## src/rtl/hwgq_seq.sv

```systemverilog
// hwgq_seq: pass sequencer for the HWGQ quantization datapath.
//
// A pass runs IDLE -> RUN (len cycles) -> FLUSH (SKEW_DEPTH+1 cycles) -> DONE
// (1 cycle) -> IDLE. During RUN the datapath chain head is driven and the
// staggered reset chain shifts; during FLUSH the chain drains and each lane
// group is announced on grp_valid/grp_idx as it re-enters reset.
//
// Ports:
//   clk              sole clock, rising edge
//   reset_n          synchronous active-low reset
//   start            pass request, accepted when start && ready
//   run_len          RUN length in cycles (0 treated as 1), sampled on accept
//   abort            truncates RUN; also cancels a start on the same IDLE edge
//   ready            state is IDLE
//   busy             state is RUN, FLUSH or DONE
//   requant_en       registered reset-chain shift enable (RUN, FLUSH)
//   start_quantizing registered chain head drive (RUN)
//   grp_valid        registered, lane group grp_idx has settled
//   grp_idx          registered chain tap index, holds when grp_valid = 0
//   done             registered one-cycle completion pulse
//   aborted          registered, qualified by done: pass was truncated
module hwgq_seq #(
  parameter int SKEW_DEPTH = 32,
  parameter int RUN_W      = 6
) (
  input  logic             clk,
  input  logic             reset_n,
  input  logic             start,
  input  logic [RUN_W-1:0] run_len,
  input  logic             abort,
  output logic             ready,
  output logic             busy,
  output logic             requant_en,
  output logic             start_quantizing,
  output logic             grp_valid,
  output logic [4:0]       grp_idx,
  output logic             done,
  output logic             aborted
);

  localparam int CNT_W = (RUN_W > 6) ? RUN_W : 6;

  typedef enum logic [1:0] {
    S_IDLE,
    S_RUN,
    S_FLUSH,
    S_DONE
  } state_t;

  state_t           r_state, w_state_nxt;
  logic [CNT_W-1:0] r_cnt, w_cnt_nxt;
  logic [CNT_W-1:0] r_len, w_len_nxt;
  logic             r_abt, w_abt_nxt;

  logic             r_requant_en, r_start_q, r_grp_valid, r_done, r_aborted;
  logic [4:0]       r_grp_idx;
  logic             w_grp_valid_nxt;
  logic [4:0]       w_grp_idx_nxt;

  // Next-state and counter/len/abort-flag updates.
  always_comb begin
    w_state_nxt = r_state;
    w_cnt_nxt   = r_cnt;
    w_len_nxt   = r_len;
    w_abt_nxt   = r_abt;
    case (r_state)
      S_IDLE: begin
        if (start && !abort) begin
          w_len_nxt   = (run_len == '0) ? CNT_W'(1) : CNT_W'(run_len);
          w_cnt_nxt   = '0;
          w_abt_nxt   = 1'b0;
          w_state_nxt = S_RUN;
        end
      end
      S_RUN: begin
        if (abort) begin
          w_abt_nxt   = 1'b1;
          w_cnt_nxt   = '0;
          w_state_nxt = S_FLUSH;
        end else if (r_cnt == r_len - CNT_W'(1)) begin
          w_cnt_nxt   = '0;
          w_state_nxt = S_FLUSH;
        end else begin
          w_cnt_nxt = r_cnt + CNT_W'(1);
        end
      end
      S_FLUSH: begin
        // r_cnt is the flush cycle number f.
        if (r_cnt == CNT_W'(SKEW_DEPTH)) begin
          w_cnt_nxt   = '0;
          w_state_nxt = S_DONE;
        end else begin
          w_cnt_nxt = r_cnt + CNT_W'(1);
        end
      end
      S_DONE: begin
        w_state_nxt = S_IDLE;
      end
      default: begin
        w_state_nxt = S_IDLE;
      end
    endcase
  end

  // Group strobe for flush cycles f >= 1. The tap index is kept as its own
  // 5-bit register (0 on the first strobe, +1 on each following one) rather
  // than sliced from the counter, so it equals f-1 and holds between passes.
  always_comb begin
    w_grp_valid_nxt = (w_state_nxt == S_FLUSH) && (w_cnt_nxt != '0);
    w_grp_idx_nxt   = r_grp_idx;
    if (w_grp_valid_nxt) begin
      w_grp_idx_nxt = r_grp_valid ? (r_grp_idx + 5'd1) : 5'd0;
    end
  end

  // Outputs are registered from the next-state decode so they take their
  // state value in the very cycle that state is entered.
  always_ff @(posedge clk) begin
    if (!reset_n) begin
      r_state      <= S_IDLE;
      r_cnt        <= '0;
      r_len        <= '0;
      r_abt        <= 1'b0;
      r_requant_en <= 1'b0;
      r_start_q    <= 1'b0;
      r_grp_valid  <= 1'b0;
      r_grp_idx    <= '0;
      r_done       <= 1'b0;
      r_aborted    <= 1'b0;
    end else begin
      r_state      <= w_state_nxt;
      r_cnt        <= w_cnt_nxt;
      r_len        <= w_len_nxt;
      r_abt        <= w_abt_nxt;
      r_requant_en <= (w_state_nxt == S_RUN) || (w_state_nxt == S_FLUSH);
      r_start_q    <= (w_state_nxt == S_RUN);
      r_grp_valid  <= w_grp_valid_nxt;
      r_grp_idx    <= w_grp_idx_nxt;
      r_done       <= (w_state_nxt == S_DONE);
      r_aborted    <= (w_state_nxt == S_DONE) && w_abt_nxt;
    end
  end

  assign ready            = (r_state == S_IDLE);
  assign busy             = (r_state != S_IDLE);
  assign requant_en       = r_requant_en;
  assign start_quantizing = r_start_q;
  assign grp_valid        = r_grp_valid;
  assign grp_idx          = r_grp_idx;
  assign done             = r_done;
  assign aborted          = r_aborted;

endmodule

```

## config.mk

```make
export PLATFORM = sky130hd
export DESIGN_NAME = hwgq_seq
export DESIGN_NICKNAME = d
export VERILOG_FILES = /design/src/rtl/hwgq_seq.sv
export SDC_FILE = /design/constraint.sdc
export NUM_CORES = 1
export LEC_CHECK = 0
export ABC_AREA = 1
export BUFFER_PORTS_ARGS = -buffer_cell sky130_fd_sc_hd__clkbuf_2
export CAP_MARGIN = 20
export CORE_MARGIN = 4
export CORE_UTILIZATION = 51
export DETAILED_ROUTE_END_ITERATION = 8
export PLACE_DENSITY = 0.75
export SETUP_SLACK_MARGIN = 0.5
export SYNTH_ARGS = -nofsm -noshare
export SYNTH_HDL_FRONTEND = slang
export SYNTH_SLANG_ARGS = --single-unit
```

## constraint.sdc

```tcl
create_clock -name clk -period 2.25 [get_ports clk]
set_clock_uncertainty 0.05 [all_clocks]
set_input_delay 0 -clock clk [delete_from_list [all_inputs] [get_ports clk]]
set_output_delay 0 -clock clk [all_outputs]
set_load 0.02 [all_outputs]
```

==> metrics.yaml, run 1 <==
logic_synthesis:
  synth_cell_types: 28
  synthCells: 222
  synth.yosys.warnings: 0
  synth-seq-cells: 25
  synth_area_um2: 1590
  syn_nets: 239
  syn_avg_cell_area_um2: 7.14
  seq_area_frac_synth_pct: 31.6
setup_path:
  slowest_delay_ps: 380
  reg2reg_slack_ps: 90
  crit_top_cell: "nand3_2"
  worst-path-max-fanout: 8
  r2r-start: "r_len[1]"
  critical_path_class: "reg -> reg"
  cp-end-kind: "register"
  crit_path_start_kind: "register"
  cp_num_buf_inv: 1
  crit_chain: "inv_2 -> ha_4 -> xor2_2 -> nand3_2 -> nor2_4 -> nand3_4 -> nand4_1 -> nand3_2 -> nor2_4 -> nand3_4 -> nand3_2 -> nand2_1 -> nor2_1"
  cp_data_arrival_time_ps: 2400
  cp_slowest_cell: "dfxtp_2"
  startpoint: "r_len[1]"
  cp_top_family: "simple AND/OR/NAND/NOR gates"
  crit_required_ps: 2480
die:
  io_pins: 22
  fp.dieH_um: 63.8
  initial_utilization_pct: 55.6
  dieArea_um2: 4060
  core_um2: 2850
  die_width_um: 63.8
  rows: 19
grt:
  grtUsageTotal_pct: 18.2
  grt_pass1_wl_mm: 6.03
  gr-total-overflow: 0
  grt_pass1_vias: 1366
  grt_max_degree: 21
  antenna_found_initial: 0
sta:
  relSlewSlack_pct: 61.9
  rsz0062_at_grt: "yes"
  fmax_mhz: 462
  finalCriticalPeriod_ps: 2160
  post-route-period-util_pct: 96.2
  fin_ws_ps: 85.2
  hold_ws_ps: 77.7
  worst_slew_pin_slew_ps: 569
  hold_violations: 0
  final_max_slew_viol_count: 0
  setup_violations: 0
finish:
  n_antenna_cell: 0
  drive_gt1_share_pct: 36.4
  syn2layout_area_growth_pct: 29.9
  fin_util_pct: 72.2
  fin_cells: 292
  fin_nets: 279
  fill_cells: 224
placement:
  place_congestion: 0.841
  dp_hpwl_mm: 2.49
  place_inst: 272
  post-place-ws_ps: 0.321
  io_buffers: 21
clocking:
  cts_buffer_depth: 2
  clk_latency_ps: 340
  cts_tree: "done"
  clkSinkCount: 25
  clk_pin_slew_worst_paths_ps: 160
  cts-root-buf: "clkbuf_4"
  cts_made_buffers: 3
  h-tree-depth: 1
run:
  cap_violations: 0
detailed_routing:
  drt_iter0_drc: 65
  vias: 1564
  routedWlPerCell_um: 13.7
  first_pass_iters: 4
  route.detailed.drc: 0
  drtAntennaViolNets: 0
  wl_mm: 4.01
  vias_per_cell: 5.36
pwr:
  p_leak_nw: 1.02
  ir_drop_mv: 0.357
  p_per_area_nw_per_um2: 538
min_path:
  hp-class: "in -> reg"
  hp-start: "abort"
status:
  status: "completed"
## registers in the layout (all words and copies together), names as in the netlist
register	flops
r_len	6
grp_idx	5
aborted	1
requant_en	1
grp_valid	1
r_abt	1
r_state	2
start_quantizing	1
r_cnt	6
done	1
## power by group
group	total (mW)	internal, mW	leakage (nW)	switching [mW]
sequential	0.497	0.470	0.205	0.0264
combinational	0.385	0.157	0.798	0.228
clock	0.227	0.0683	0.0139	0.158
## routing by layer
metal	track usage [%]	wire length, um	share of wire, %
met3	2.28	203	5.1
met1	23.3	1770	44
met2	30.5	1970	49
met4	8.63	69	1.7
met5	0	0	0
## cell usage in the layout, fill, tap and decap left out, types with 6 or more instances in the layout
cell type,synthesis,layout
xor2_1,7,6
inv_1,32,26
nand2_2,1,7
inv_2,5,10
nand4_1,8,8
dlygate4sd3_1,0,7
dfxtp_1,25,21
clkbuf_2,0,21
buf_4,1,7
nand3_1,17,12
nor2_1,22,22
o21ai_0,7,6
nand3_2,11,15
nand2_1,49,43
## synthesized netlist by cell type, drive strengths merged
library cell,number,area share (%)
a211oi,2,0.95
a21boi,1,0.47
a21oi,11,4.7
a311oi,1,0.55
and2,1,0.39
buf,4,2.6
clkbuf,1,0.47
dfxtp,25,32
ha,7,5.5
inv,37,8.8
nand2,50,12
nand3,29,13
nand4,8,3.2
nor2,27,7.5
nor3,1,0.32
o21ai,7,2.2
o21bai,2,1.2
or2,1,0.39
xor2,7,3.9
## layout make-up
cell class | count | area, um2 | area share, %
clock buffers | 3 | 22.5 | 1.09
clock inverters | 1 | 7.51 | 0.365
inverters | 37 | 141 | 6.87
multi-input cells | 156 | 1060 | 51.6
flip-flops and latches | 25 | 505 | 24.5
well taps | 31 | 38.8 | 1.88
repair buffers | 39 | 282 | 13.7
## worst min-delay path, stage by stage
cell	delay, ps
clkbuf_2	100
inv_2	90
nand2_2	100
a21oi_4	70
nor2_1	80
## timing repair
action	CTS	global route
gates resized for setup	9	27
gates cloned	1	0
hold endpoints to repair	8	0
pin swaps	5	12
hold buffers	7	0
endpoints found under the setup margin	10	17
setup buffers	3	5
## per-stage QoR
step | power [mW] | instance area (um2) | setup TNS (ps)
after floorplan | 0.729 | 1620 | 0
after global placement | 0.780 | 1740 | 0
after detailed placement | 0.784 | 1740 | 0
after CTS | 1.04 | 1930 | 0
after global routing | 1.16 | 2060 | -60.6
final | 1.11 | 2060 | 0
## path summary, 6_finish.rpt
kind / to / depth (start not counted)
setup reg to reg: grp_idx[0] / 13
setup / recovery: grp_idx[0] / 13
hold / removal: r_state[1] / 5
hold reg to reg: r_abt / 2
## logic make-up (layout without fill, tap and decap cells)
kind of cell | Yosys count | in the layout | synth area share [%]
buffers and inverters | 42 | 80 | 11.8
xor gates and xnor gates | 7 | 7 | 3.87
AOI/OAI and AO/OA | 24 | 24 | 10.0
and+or+nand+nor | 117 | 118 | 37.2
DFF | 25 | 25 | 31.6
adders and majority gates | 7 | 7 | 5.52
Power figures use the tool's default switching activity.
==> run 2, diff against run 1 <==
- ABC_AREA: 1 -> unset
- CORE_UTILIZATION: 51 -> 50
- PLACE_DENSITY: 0.75 -> unset
- PLACE_DENSITY_LB_ADDON: unset -> 0.1
==> metrics.yaml, run 2 <==
logic_synthesis:
  synth_cell_types: 43  # was 28
  synth.yosys.warnings: 0  # unchanged
  post-synth-top-count-cell: "dfxtp_1"  # was nand2_1
  syn_nets: 194  # was 239
  synth_edf_count: 0  # unchanged
  synthFlopType: "dfxtp_1"  # unchanged
  seq_area_frac_synth_pct: 34.5  # was 31.6%
  synthTopCellsByCount: "dfxtp_1 (25), nor2_1 (20), nand2_1 (15)"  # was nand2_1 (49), inv_1 (32), dfxtp_1 (25)
  synth_top_cell_by_area: "dfxtp_1"  # unchanged
  syn_avg_cell_area_um2: 8.20  # was 7.14 um2
  synthCells: 177  # was 222
  synth-seq-cells: 25  # unchanged
  synth_area_um2: 1450  # was 1590 um2
  synthTopCellsByArea: "dfxtp_1 (34%), ha_1 (6.0%), nor2_1 (5.2%), xnor2_1 (4.8%), a21oi_1 (4.5%)"  # was dfxtp_1 (32%), nand2_1 (12%), inv_1 (7.6%), nand3_2 (6.9%), ha_1 (5.5%)
  async_flop_share_pct: 0  # unchanged
  synth_top_area_share_pct: 34.5  # was 31.6%
detailed_routing:
  wl_mm: 4.19  # was 4.01 mm
  first_pass_iters: 4  # unchanged
  route.detailed.drc: 0  # unchanged
  vias_per_cell: 5.72  # was 5.36
  routedWlPerCell_um: 16.0  # was 13.7 um
  drtAntennaViolNets: 0  # unchanged
  vias: 1493  # was 1564
  drt_iter0_drc: 104  # was 65
setup_path:
  crit_required_ps: 2440  # was 2480 ps
  crit_top_cell: "buf_6"  # was nand3_2
  startpoint: "r_len[0]"  # was r_len[1]
  cp_slowest_cell: "or3_4"  # was dfxtp_2
  critical_path_class: "reg -> reg"  # unchanged
  r2r-start: "r_len[0]"  # was r_len[1]
  worst-path-max-fanout: 6  # was 8
  crit_path_start_kind: "register"  # unchanged
  cp_data_arrival_time_ps: 2790  # was 2400 ps
  cp-end-kind: "register"  # unchanged
  crit_chain: "buf_6 -> or3_4 -> nor3_2 -> xnor2_2 -> o31ai_4 -> buf_6 -> o21ai_4 -> a221oi_4 -> a21boi_4 -> and2_1"  # was inv_2 -> ha_4 -> xor2_2 -> nand3_2 -> nor2_4 -> nand3_4 -> nand4_1 -> nand3_2 -> nor2_4 -> nand3_4 -> nand3_2 -> nand2_1 -> nor2_1
  slowest_delay_ps: 390  # was 380 ps
die:
  fp.dieH_um: 61.9  # was 63.8 um
  dieArea_um2: 3830  # was 4060 um2
  die_width_um: 61.9  # was 63.8 um
  initial_utilization_pct: 52.6  # was 55.6%
  rows: 19  # unchanged
  core_um2: 2760  # was 2850 um2
  io_pins: 22  # unchanged
pwr:
  p_int_uw: 654  # was 696 uW
  combinationalPowerShare_pct: 28.5  # was 34.8%
  p_sw_uw: 305  # was 412 uW
  pwr-share-seq_pct: 48.8  # was 44.8%
  ir_drop_mv: 0.465  # was 0.357 mV
  p_per_area_nw_per_um2: 455  # was 538 nW/um2
  p_leak_nw: 0.850  # was 1.02 nW
  swShare_pct: 31.8  # was 37.2%
  finalPower_uw: 959  # was 1.11 mW
  clkPwrFrac_pct: 22.8  # was 20.4%
sta:
  rsz0062_at_grt: "yes"  # unchanged
  fin_setup_tns_ps: -3830  # was 0 ps
  finalCriticalPeriod_ps: 2600  # was 2160 ps
  worst_slew_pin_slew_ps: 661  # was 569 ps
  fmax_mhz: 384  # was 462 MHz
  final_max_slew_viol_count: 0  # unchanged
  post-route-period-util_pct: 116  # was 96.2%
  setup_violations: 16  # was 0
  relSlewSlack_pct: 55.6  # was 61.9%
  hold_ws_ps: 19.8  # was 77.7 ps
  hold_violations: 0  # unchanged
  fin_ws_ps: -355  # was 85.2 ps
finish:
  fin_nets: 248  # was 279
  syn2layout_area_growth_pct: 45.3  # was 29.9%
  n_antenna_cell: 0  # unchanged
  drive_gt1_share_pct: 38.7  # was 36.4%
  mostFrequentLayoutCell: "dfxtp_1"  # was nand2_1
  layout_common_cells: "dfxtp_1 (23), clkbuf_2 (21), buf_4 (18)"  # was nand2_1 (43), inv_1 (26), nor2_1 (22)
  final_area_um2: 2110  # was 2060 um2
  fill_cells: 198  # was 224
  fin_util_pct: 76.5  # was 72.2%
grt:
  antenna_found_initial: 0  # unchanged
  gr-total-overflow: 0  # unchanged
  grtUsageTotal_pct: 24.5  # was 18.2%
  grt_pass1_wl_mm: 6.93  # was 6.03 mm
  grt_pass1_vias: 1523  # was 1366
  grt_max_degree: 16  # was 21
clocking:
  cts-root-buf: "clkbuf_4"  # unchanged
  clk_latency_ps: 340  # about the same
  cts_tree: "done"  # unchanged
  clk_pin_slew_worst_paths_ps: 160  # about the same
  cts_buffer_depth: 2  # unchanged
  clkSinkCount: 25  # unchanged
  cts_made_buffers: 3  # unchanged
  h-tree-depth: 1  # unchanged
placement:
  dp_hpwl_mm: 2.63  # was 2.49 mm
  place_area_um2: 1730  # was 1740 um2
  place_congestion: 0.859  # was 0.841
  io_buffers: 21  # unchanged
status:
  failed_checks: "setup timing"
  status: "finished with violations"  # was completed
run:
  cap_violations: 0  # unchanged
min_path:
  hp-class: "in -> reg"  # unchanged
  hp-start: "reset_n"  # was abort
-- run 2: cell types whose count changed in the layout (fill, tap and decap cells not counted), moves of 6 or more --
cell     previous run  this run
a21oi_1             4        13
buf_4               7        18
buf_6               3         9
inv_1              26         8
inv_2              10         2
mux2i_1             0         6
nand2_1            43        15
nand2_2             7         0
nand3_2            15         0
nand4_1             8         0
xor2_1              6         0
-- run 2: power groups by stage --
| stage | sequential [mW] | clock, mW | combinational (mW) |
|---|---|---|---|
| after floorplan | 0.479 | 0 | 0.122 |
| after global placement | 0.476 | 0 | 0.176 |
| after detailed placement | 0.476 | 0 | 0.182 |
| after CTS | 0.467 | 0.221 | 0.234 |
| after global routing | 0.470 | 0.246 | 0.295 |
| final | 0.468 | 0.218 | 0.273 |
-- run 2: timing repair --
action                     in CTS  in global routing
pin swaps                      14                  8
setup buffers                   6                  3
hold endpoints to repair        6                  0
gates resized for setup        23                 20
gates cloned                    0                  0
setup endpoints to repair      18                 22
hold buffers                    7                  0
-- run 2: worst max-delay path: cells and delay by family (launching register included) --
family,cells,cell delay [ps]
xor+xnor,1,140
simple gates,3,740
flops,1,370
compound gates,4,920
buf+inv,2,280
-- run 2: metrics by stage --
step / setup slack (ps) / std cells
2_1_floorplan: -160 / 177
3_3_place_gp: -267 / 241
3_5_place_dp: -475 / 241
4_1_cts: -322 / 258
5_1_grt: -533 / 261
6_report: -355 / 261
-- run 2: area by class of cell --
| type | count | area [um2] | share of cell area [%] |
|---|---|---|---|
| multi-input combinational | 134 | 1080 | 51.0 |
| sequential | 25 | 503 | 23.8 |
| timing repair buffer | 55 | 412 | 19.5 |
| inverter | 12 | 50.0 | 2.37 |
| tap | 31 | 38.8 | 1.84 |
| clock buffer | 3 | 22.5 | 1.07 |
| clock inverter | 1 | 7.51 | 0.356 |
-- run 2: routing by layer --
metal | part of all wire, % | global-route usage (%) | wire [um] | vias up
met4 | 3.6 | 9.70 | 151 | 0
li1 | - | - | - | 724
met3 | 4.7 | 3.10 | 198 | 19
met1 | 41 | 28.7 | 1700 | 697
met2 | 51 | 44.8 | 2140 | 53
met5 | 0 | 0 | 0 | -
-- run 2: final timing paths --
kind / to / slack, ps / cells after the start
worst max-delay path: grp_valid / -350 / 10
worst min-delay path: r_len[0] / 20 / 3
worst max register to register: grp_valid / -350 / 10
worst min register to register: grp_idx[1] / 460 / 2
-- run 2: cell families (layout without fill, tap and decap cells) --
family                   after synthesis  in the layout  synth area share [%]
XOR/XNOR                               8              8                  4.83
adder cells (fa/ha/maj)                7              7                  6.03
buffers and inverters                 18             71                  4.74
multiplexers                           6              6                  4.14
flip-flops                            25             25                  34.5
AO/OA/AOI/OAI                         41             41                  21.3
AND/OR/NAND/NOR                       72             72                  24.5
==> run 3, diff against run 2 <==
- CORE_MARGIN: 4 -> 2
==> metrics.yaml, run 3 (same netlist as run 2, synthesis figures left out) <==
pwr:
  p_leak_nw: 0.836  # was 0.850 nW
  p_int_uw: 657  # was 654 uW
  clkPwrFrac_pct: 23.8  # was 22.8%
  pwr-share-seq_pct: 49.0  # was 48.8%
  combinationalPowerShare_pct: 27.2  # was 28.5%
  p_sw_uw: 300  # was 305 uW
  p_per_area_nw_per_um2: 470  # was 455 nW/um2
  swShare_pct: 31.3  # was 31.8%
  ir_drop_mv: 0.456  # was 0.465 mV
run:
  cap_violations: 0  # unchanged
setup_path:
  cp-end-kind: "register"  # unchanged
  worst-path-max-fanout: 6  # unchanged
  worstRegToRegCells: 9  # was 10
  cp_slowest_cell: "or3_4"  # unchanged
  crit_required_ps: 2480  # was 2440 ps
  crit_path_start_kind: "register"  # unchanged
  crit_top_cell: "a21boi_4"  # was buf_6
  cp_data_arrival_time_ps: 2710  # was 2790 ps
  crit_chain: "buf_6 -> or3_4 -> nor3_4 -> xnor2_2 -> o31ai_4 -> a21boi_4 -> ha_2 -> a21boi_4 -> mux2i_1"  # was buf_6 -> or3_4 -> nor3_2 -> xnor2_2 -> o31ai_4 -> buf_6 -> o21ai_4 -> a221oi_4 -> a21boi_4 -> and2_1
  critical_path_class: "reg -> reg"  # unchanged
  slowest_delay_ps: 390  # about the same
status:
  status: "finished with violations"  # unchanged
  failed_checks: "setup timing"  # unchanged
clocking:
  cts_buffer_depth: 2  # unchanged
  clk_latency_ps: 330  # was 340 ps
  h-tree-depth: 1  # unchanged
  clkSinkCount: 25  # unchanged
  cts_tree: "done"  # unchanged
  cts_made_buffers: 3  # unchanged
  clk_pin_slew_worst_paths_ps: 150  # was 160 ps
  cts-root-buf: "clkbuf_4"  # unchanged
finish:
  fin_cells: 260  # was 261
  n_antenna_cell: 0  # unchanged
  drive_gt1_share_pct: 38.0  # was 38.7%
  fin_util_pct: 73.9  # was 76.5%
  fin_nets: 247  # was 248
  syn2layout_area_growth_pct: 40.4  # was 45.3%
  layout_common_cells: "dfxtp_1 (23), clkbuf_2 (21), buf_4 (21)"  # was dfxtp_1 (23), clkbuf_2 (21), buf_4 (18)
  mostFrequentLayoutCell: "dfxtp_1"  # unchanged
sta:
  rsz0062_at_grt: "yes"  # unchanged
  final_max_slew_viol_count: 0  # unchanged
  fmax_mhz: 403  # was 384 MHz
  finalCriticalPeriod_ps: 2480  # was 2600 ps
  relSlewSlack_pct: 59.4  # was 55.6%
  fin_setup_tns_ps: -1990  # was -3830 ps
  hold_violations: 0  # unchanged
  fin_ws_ps: -232  # was -355 ps
  post-route-period-util_pct: 110  # was 116%
  worst_slew_pin_slew_ps: 608  # was 661 ps
  hold_ws_ps: 22.8  # was 19.8 ps
  setup_violations: 12  # was 16
grt:
  grt_pass1_wl_mm: 6.25  # was 6.93 mm
  grt_max_degree: 17  # was 16
  grtUsageTotal_pct: 24.2  # was 24.5%
  gr-total-overflow: 0  # unchanged
  antenna_found_initial: 0  # unchanged
  grt_pass1_vias: 1405  # was 1523
detailed_routing:
  first_pass_iters: 4  # unchanged
  wl_mm: 3.82  # was 4.19 mm
  drtAntennaViolNets: 0  # unchanged
  vias: 1473  # was 1493
  vias_per_cell: 5.67  # was 5.72
  route.detailed.drc: 0  # unchanged
  drt_iter0_drc: 85  # was 104
  routedWlPerCell_um: 14.7  # was 16.0 um
placement:
  io_buffers: 21  # unchanged
  post-place-ws_ps: -290  # was -475 ps
  place_inst: 243  # was 241
  place_congestion: 0.857  # was 0.859
  dp_hpwl_mm: 2.59  # was 2.63 mm
die:
  initial_utilization_pct: 52.6  # unchanged
  core_um2: 2760  # unchanged
  rows: 19  # unchanged
  io_pins: 22  # unchanged
  dieArea_um2: 3350  # was 3830 um2
  fp.dieH_um: 57.9  # was 61.9 um
  die_width_um: 57.9  # was 61.9 um
min_path:
  hp-class: "in -> reg"  # unchanged
  hold_depth: 3  # unchanged
-- run 3: power groups by stage --
| stage | sequential (mW) | clock (mW) | combinational (mW) |
|---|---|---|---|
| CTS | 0.468 | 0.235 | 0.234 |
| detailed placement | 0.477 | 0 | 0.189 |
| finish | 0.469 | 0.228 | 0.260 |
| global placement | 0.476 | 0 | 0.183 |
| floorplan | 0.479 | 0 | 0.122 |
| global route | 0.471 | 0.249 | 0.280 |
-- run 3: worst max-delay path, delay by kind of cell, from the launching register on --
kind | cells | cell delay, ps
adders and majority gates | 1 | 210
buffers and inverters | 1 | 110
DFF | 1 | 370
muxes | 1 | 210
AOI/OAI and AO/OA | 3 | 820
xor gates and xnor gates | 1 | 110
and+or+nand+nor | 2 | 550
-- run 3: layout make-up --
| class | instances | area, um2 |
|---|---|---|
| Tap cell | 31 | 38.8 |
| Clock inverter | 1 | 8.76 |
| Fill cell | 194 | 719 |
| Clock buffer | 3 | 22.5 |
| Inverter | 12 | 50.0 |
| Multi-Input combinational cell | 134 | 1020 |
| Sequential cell | 25 | 503 |
| Timing Repair Buffer | 54 | 390 |
-- run 3: metrics by stage --
step                cell area (um2)  total power, mW
floorplan                      1470            0.601
global placement               1740            0.659
detailed placement             1740            0.666
CTS                            1960            0.938
global route                   2040             1.00
finish                         2040            0.957
-- run 3: repair_timing --
action,4_1_cts,5_1_grt
gates resized for setup,19,16
setup buffers,5,2
setup endpoints to repair,18,22
endpoints found under the hold margin,6,0
hold buffers,6,0
pin swaps,18,9
-- run 3: final timing paths --
kind,end,slack (ps),from
max,grp_idx[1],-230,r_len[1]
min,r_len[0],20,reset_n
max reg2reg,grp_idx[1],-230,r_len[1]
min reg2reg,grp_idx[4],450,grp_idx[4]
-- run 3: layer usage --
metal	up-vias	part of all wire (%)	global-route usage, %
li1	723	-	-
met1	691	43	31.8
met2	49	49	39.3
met3	10	5.5	3.35
met4	0	2.3	11.3
met5	-	0	0
